**src/rtl/up_dn_counter_range.sv**
```systemverilog
// Up/down counter that stays inside a programmable window [Lim_Lo, Lim_Hi].
// Moves by a programmable step and either saturates or wraps at the limits.
module up_dn_counter_range #(
  parameter int               WIDTH   = 5,
  parameter logic [WIDTH-1:0] RST_VAL = '0
) (
  input  logic             clk,
  input  logic             rst_n,
  input  logic [WIDTH-1:0] IN,
  input  logic             Load,
  input  logic             Up,
  input  logic             Down,
  input  logic [WIDTH-1:0] Step,
  input  logic [WIDTH-1:0] Lim_Lo,
  input  logic [WIDTH-1:0] Lim_Hi,
  input  logic             Mode,
  output logic [WIDTH-1:0] Counter,
  output logic             High,
  output logic             Low,
  output logic             Wrap_Pulse,
  output logic             Sat_Pulse,
  output logic             Cfg_Err
);

  logic [WIDTH:0]   span;
  logic [WIDTH-1:0] diff_lo;
  logic [WIDTH-1:0] diff_hi;
  logic [WIDTH-1:0] dn_wrap;
  logic [WIDTH-1:0] up_wrap;
  logic [WIDTH-1:0] cnt_nxt;
  logic             wrap_nxt;
  logic             sat_nxt;

  // Span needs WIDTH+1 bits: a full-range window holds 2^WIDTH values.
  assign span    = {1'b0, Lim_Hi} - {1'b0, Lim_Lo} + {{WIDTH{1'b0}}, 1'b1};
  assign Cfg_Err = (Lim_Lo > Lim_Hi) || ({1'b0, Step} > span);
  assign High    = (Counter == Lim_Hi);
  assign Low     = (Counter == Lim_Lo);

  // Headroom to each limit; only used when Counter is inside the window.
  assign diff_lo = Counter - Lim_Lo;
  assign diff_hi = Lim_Hi - Counter;

  // A wrapped result always lies inside the window, so it fits in WIDTH bits
  // and the modulo-2^WIDTH intermediate arithmetic gives the exact value.
  assign dn_wrap = Counter - Step + span[WIDTH-1:0];
  assign up_wrap = Counter + Step - span[WIDTH-1:0];

  always_comb begin
    cnt_nxt  = Counter;
    wrap_nxt = 1'b0;
    sat_nxt  = 1'b0;
    if (!Cfg_Err) begin
      if (Load) begin
        if (IN < Lim_Lo) begin
          cnt_nxt = Lim_Lo;
          sat_nxt = 1'b1;
        end else if (IN > Lim_Hi) begin
          cnt_nxt = Lim_Hi;
          sat_nxt = 1'b1;
        end else begin
          cnt_nxt = IN;
        end
      end else if (Counter < Lim_Lo) begin
        cnt_nxt = Lim_Lo;
        sat_nxt = 1'b1;
      end else if (Counter > Lim_Hi) begin
        cnt_nxt = Lim_Hi;
        sat_nxt = 1'b1;
      end else if (Down) begin
        if (Step <= diff_lo) begin
          cnt_nxt = Counter - Step;
        end else if (!Mode) begin
          // Already at the floor: hold quietly instead of re-clamping.
          if (!Low) begin
            cnt_nxt = Lim_Lo;
            sat_nxt = 1'b1;
          end
        end else begin
          cnt_nxt  = dn_wrap;
          wrap_nxt = 1'b1;
        end
      end else if (Up) begin
        if (Step <= diff_hi) begin
          cnt_nxt = Counter + Step;
        end else if (!Mode) begin
          if (!High) begin
            cnt_nxt = Lim_Hi;
            sat_nxt = 1'b1;
          end
        end else begin
          cnt_nxt  = up_wrap;
          wrap_nxt = 1'b1;
        end
      end
    end
  end

  always_ff @(posedge clk or negedge rst_n) begin
    if (!rst_n) begin
      Counter    <= RST_VAL;
      Wrap_Pulse <= 1'b0;
      Sat_Pulse  <= 1'b0;
    end else begin
      Counter    <= cnt_nxt;
      Wrap_Pulse <= wrap_nxt;
      Sat_Pulse  <= sat_nxt;
    end
  end

endmodule

```
**config.mk**
```make
export PLATFORM = sky130hd
export DESIGN_NAME = up_dn_counter_range
export DESIGN_NICKNAME = d
export VERILOG_FILES = /design/src/rtl/up_dn_counter_range.sv
export SDC_FILE = /design/constraint.sdc
export NUM_CORES = 1
export LEC_CHECK = 0
export CAP_MARGIN = 20
export CORE_MARGIN = 2
export CORE_UTILIZATION = 40
export DETAILED_ROUTE_END_ITERATION = 6
export GPL_ROUTABILITY_DRIVEN = 0
export GPL_TIMING_DRIVEN = 0
export SLEW_MARGIN = 20
export SYNTH_ARGS = -nofsm -noshare
export SYNTH_HDL_FRONTEND = slang
export SYNTH_SLANG_ARGS = --single-unit
export TNS_END_PERCENT = 30
```
**constraint.sdc**
```tcl
create_clock -name clk -period 8.36 [get_ports clk]
set_clock_uncertainty 0.1 [all_clocks]
set_input_delay 1.254 -clock clk [delete_from_list [all_inputs] [get_ports clk]]
set_output_delay 1.254 -clock clk [all_outputs]
set_load 0.02 [all_outputs]
```
==> results of run 1 <==
-- power by group --
part           switching, mW  total [mW]  internal (mW)
clock network         0.0146      0.0476         0.0330
logic                  0.535       0.971          0.435
registers             0.0311      0.0790         0.0479
-- per-layer routing --
| metal | vias to the layer above | track usage [%] | wire [um] | share of wire, % |
|---|---|---|---|---|
| met3 | 6 | 2.41 | 438 | 5.7 |
| met2 | 69 | 37.8 | 3540 | 46 |
| met5 | - | 0 | 0 | 0 |
| met1 | 1142 | 30.5 | 3660 | 48 |
| li1 | 1273 | - | - | - |
| met4 | 0 | 2.45 | 65 | 0.84 |
-- cell usage in the layout (no fill, tap or decap), types with 4 or more instances in the layout --
master	netlist	final
ha_1	62	62
inv_1	49	49
clkdlybuf4s50_1	0	34
nor2_1	21	21
nand2_1	18	18
a21oi_1	17	17
a21o_1	11	11
o21ai_0	11	11
mux2i_1	11	11
xor2_1	9	9
a211oi_1	9	9
xnor2_1	8	8
nor2b_1	8	8
fa_1	8	8
dfrtp_1	7	7
nand3_1	7	7
o21a_1	6	6
and3_1	4	4
a21oi_2	4	4
o21ai_1	4	4
a211o_1	4	4
-- worst max-delay path, delay by kind of cell --
kind / cells / cell delay, ns
AOI/OAI and AO/OA: 5 / 1.17
adders and majority gates: 3 / 0.97
buffers and inverters: 5 / 1.76
and+or+nand+nor: 1 / 0.06
xor gates and xnor gates: 1 / 0.17
-- registers in the layout (all words and copies together), names as in the netlist --
register and flops:
Sat_Pulse 1, Counter 5, Wrap_Pulse 1
-- logic make-up after synthesis --
family | after synthesis | synth area share [%]
AO/OA/AOI/OAI | 95 | 25.9
buffers and inverters | 55 | 8.32
multiplexers | 12 | 4.51
flip-flops | 7 | 6.51
XOR/XNOR | 18 | 6.13
adder cells (fa/ha/maj) | 70 | 34.8
AND/OR/NAND/NOR | 75 | 13.8
-- final cells by class --
type                    instances  area (um^2)  area share [%]
clock buffers                   4         45.0            1.42
multi-input cells             270         2290            72.3
inverters                      50          188            5.91
plain buffers                   5         36.3            1.14
repair buffers                 34          340            10.7
well taps                      77         96.3            3.04
flip-flops and latches          7          175            5.52
-- metrics by stage --
step	cell area, um^2	setup WS, ns	hold slack [ns]	std cells
final	3170	1.59	0.577	447
after global routing	3170	1.42	0.587	447
after CTS	3170	1.60	0.570	447
after detailed placement	3130	1.59	0.548	443
after global placement	3130	1.59	0.544	443
after floorplan	2690	3.23	0.538	332
-- Yosys cell counts (6+ instances only) --
cell type | instances | area share [%]
nor2_1 | 21 | 2.9
xnor2_1 | 8 | 2.6
a21o_1 | 11 | 3.1
inv_1 | 49 | 6.8
nor2b_1 | 8 | 1.9
nand3_1 | 7 | 1.3
a211oi_1 | 9 | 2.5
xor2_1 | 9 | 2.9
nand2_1 | 18 | 2.5
o21ai_0 | 11 | 2.0
ha_1 | 62 | 29
a21oi_1 | 17 | 3.2
dfrtp_1 | 7 | 6.5
o21a_1 | 6 | 1.7
mux2i_1 | 11 | 4.1
fa_1 | 8 | 5.9
-- worst max-delay path by stage --
stage,slack (ns),from,to
floorplan,3.23,Lim_Hi[1],Cfg_Err
global placement,1.59,Lim_Hi[1],Cfg_Err
detailed placement,1.59,Lim_Hi[1],Cfg_Err
CTS,1.60,Lim_Hi[1],Cfg_Err
global route,1.42,Lim_Hi[1],Cfg_Err
finish,1.59,Lim_Hi[1],Cfg_Err
==> metrics.md, run 1 <==
| Metric | Value |
|---|---|
| Number of synthesized register bits | 7 |
| Setup bufs post-CTS | 0 |
| Hold buffer count at cts | 0 |
| Crit path cell chain | clkdlybuf4s50_1, inv_1, ha_1, inv_1, fa_1, a21o_1, a21oi_2, xnor2_2, inv_1, ha_1, nand2_1, a21oi_1, a211oi_1, o41ai_2, clkdlybuf4s50_1 |
| WL/cell | 17.2 um |
| RR Endpoint | Counter[0]$_DFFE_PN0P_ |
| Maximum vdd ir drop | approximately 0.00017 V |
| DRT iter0 DRCs | roughly 140 |
| Max-cap viol count | 0 |
| Die Y | between 80 and 90 um |
| Slew margin rel. | 45.1% |
| Inserted Clock Buffers | 3 |
| EDFF count, synth | 0 |
| First-pass GRT wire length | roughly 13000 um |
| Drt pass-1 iters | 4 |
| Slowest CP cell | clkdlybuf4s50_1 |
| I/O Buffers | 34 |
| Initial core utilization | 41.9% |
| Hold crit path type | reg -> reg |
| Clk slew on worst S/H paths | 0.04 ns |
| Post-CTS resize count | 0 |
| ANT nets after route | 0 |
| Register-to-Register Path Depth | 13 |
| Worst setup path class | in -> out |
| Dominant synthesized flop cell | dfrtp_1 |
| Vias/cell | between 5 and 6 |
| Antenna diodes | 0 |
| Final min period | 6.77 ns |
| Clk buf depth | 2 |
| Cell count after synthesis | around 330 |
| Layout area overhead | 17.9% |
| Fillers | roughly 640 |
| Largest net degree at the start of global routing | 11 |
| Die Width | between 80 and 90 um |
| Worst setup EP type | primary output |
| Reg-to-Reg Start | Counter[1]$_DFFE_PN0P_ |
| Die ar. | between 0.007 and 0.008 mm^2 |
| Initial antenna violation count | 0 |
| Req. time, crit path | 7.01 ns |
| Static Leak | 1.55 nW |
| H-tree levels | 1 |
| Layout cells sized above 1 | approximately 5% |
| GRT Util Overall | about 22% |
| Via count | 2490 |
| FMAX | 148 MHz |
| Vias in the first global route | ~2600 |
| Worst Path Max Fanout | 5 |
| Routed WL | between 7000 and 8000 um |
| Drc violations | 0 |
| # rows | 29 |
| Synthesized area | around 0.0027 mm^2 |
| Post-synthesis cell type count | between 50 and 60 |
| Clock latency on the worst-skew pair | 0.23 ns |
| RSZ-0062 raised after global routing | false |
| # setup viols final | 0 |
| Yosys Warn Count | 0 |
| Sequential area share after synthesis | under 10% |
| Root Buffer | clkbuf_8 |
| Cell mode on critical path | inv_1 |
| Period utilisation layout | 80.9% |
| Slew Viols, Final | 0 |
| Tot Pwr | 1.10 mW |
| Fin util | between 40% and 50% |
| Slew @ Worst Pin | 0.802 ns |
| Net count reported at finish | roughly 470 |
| Share of flip-flops with an asynchronous set or reset | 100% |
| Sum Neg Setup Slack | 0 ns |
| Final Hold Vio Count | 0 |
| P per Cell Area | 346 mW/mm^2 |
| Placed wire-length estimate | about 6600 um |
| Min-delay src | Counter[0]$_DFFE_PN0P_ |
| Worst Hold End | Counter[0]$_DFFE_PN0P_ |
| Worst reg2reg setup slack | 4.05 ns |
| Hold depth | 2 |
| Worst stage delay on the critical path | 0.71 ns |
| CTS tree | yes |
| CP arrival | between 5 and 6 ns |
| Overflow after GRT | 0 |
| Startpoint types | input port |
| Core ar. | around 0.0064 mm^2 |
| Status | completed |
| Mapped Nets | between 400 and 500 |
| Mean Syn Cell Area | just over 8 um^2 |
| Clock Sinks | 7 |
| I/O pins | 36 |
No activity file was read; power rests on OpenSTA's default activity.
==> run 2, diff against run 1 <==
==> constraint.sdc (replaced) <==
create_clock -name clk -period 6.7 [get_ports clk]
set_clock_uncertainty 0.1 [all_clocks]
set_input_delay 1.005 -clock clk [delete_from_list [all_inputs] [get_ports clk]]
set_output_delay 1.005 -clock clk [all_outputs]
set_load 0.02 [all_outputs]
==> results of run 2 <==
Same layout as run 1 (identical final DEF). Status: completed.
Among the figures that moved: setup slack after placement 1.59 ns -> 0.432 ns; setup slack after layout 1.59 ns -> 0.432 ns; register-to-register setup slack 4.05 ns -> 2.39 ns; total power 1.10 mW -> 1.37 mW; worst IR drop on VDD 0.000168 V -> 0.000210 V
==> run 3, diff against run 2 <==
--- a/config.mk
+++ b/config.mk
@@ -8,6 +8,7 @@
 export CAP_MARGIN = 20
 export CORE_MARGIN = 2
 export CORE_UTILIZATION = 40
+export CTS_CLUSTER_SIZE = 28
 export DETAILED_ROUTE_END_ITERATION = 6
 export GPL_ROUTABILITY_DRIVEN = 0
 export GPL_TIMING_DRIVEN = 0
==> results of run 3 <==
Same layout as run 1 (identical final DEF). Status: completed.
Among the figures that moved: setup slack after placement 1.59 ns -> 0.432 ns; setup slack after layout 1.59 ns -> 0.432 ns; register-to-register setup slack 4.05 ns -> 2.39 ns; total power 1.10 mW -> 1.37 mW; worst IR drop on VDD 0.000168 V -> 0.000210 V
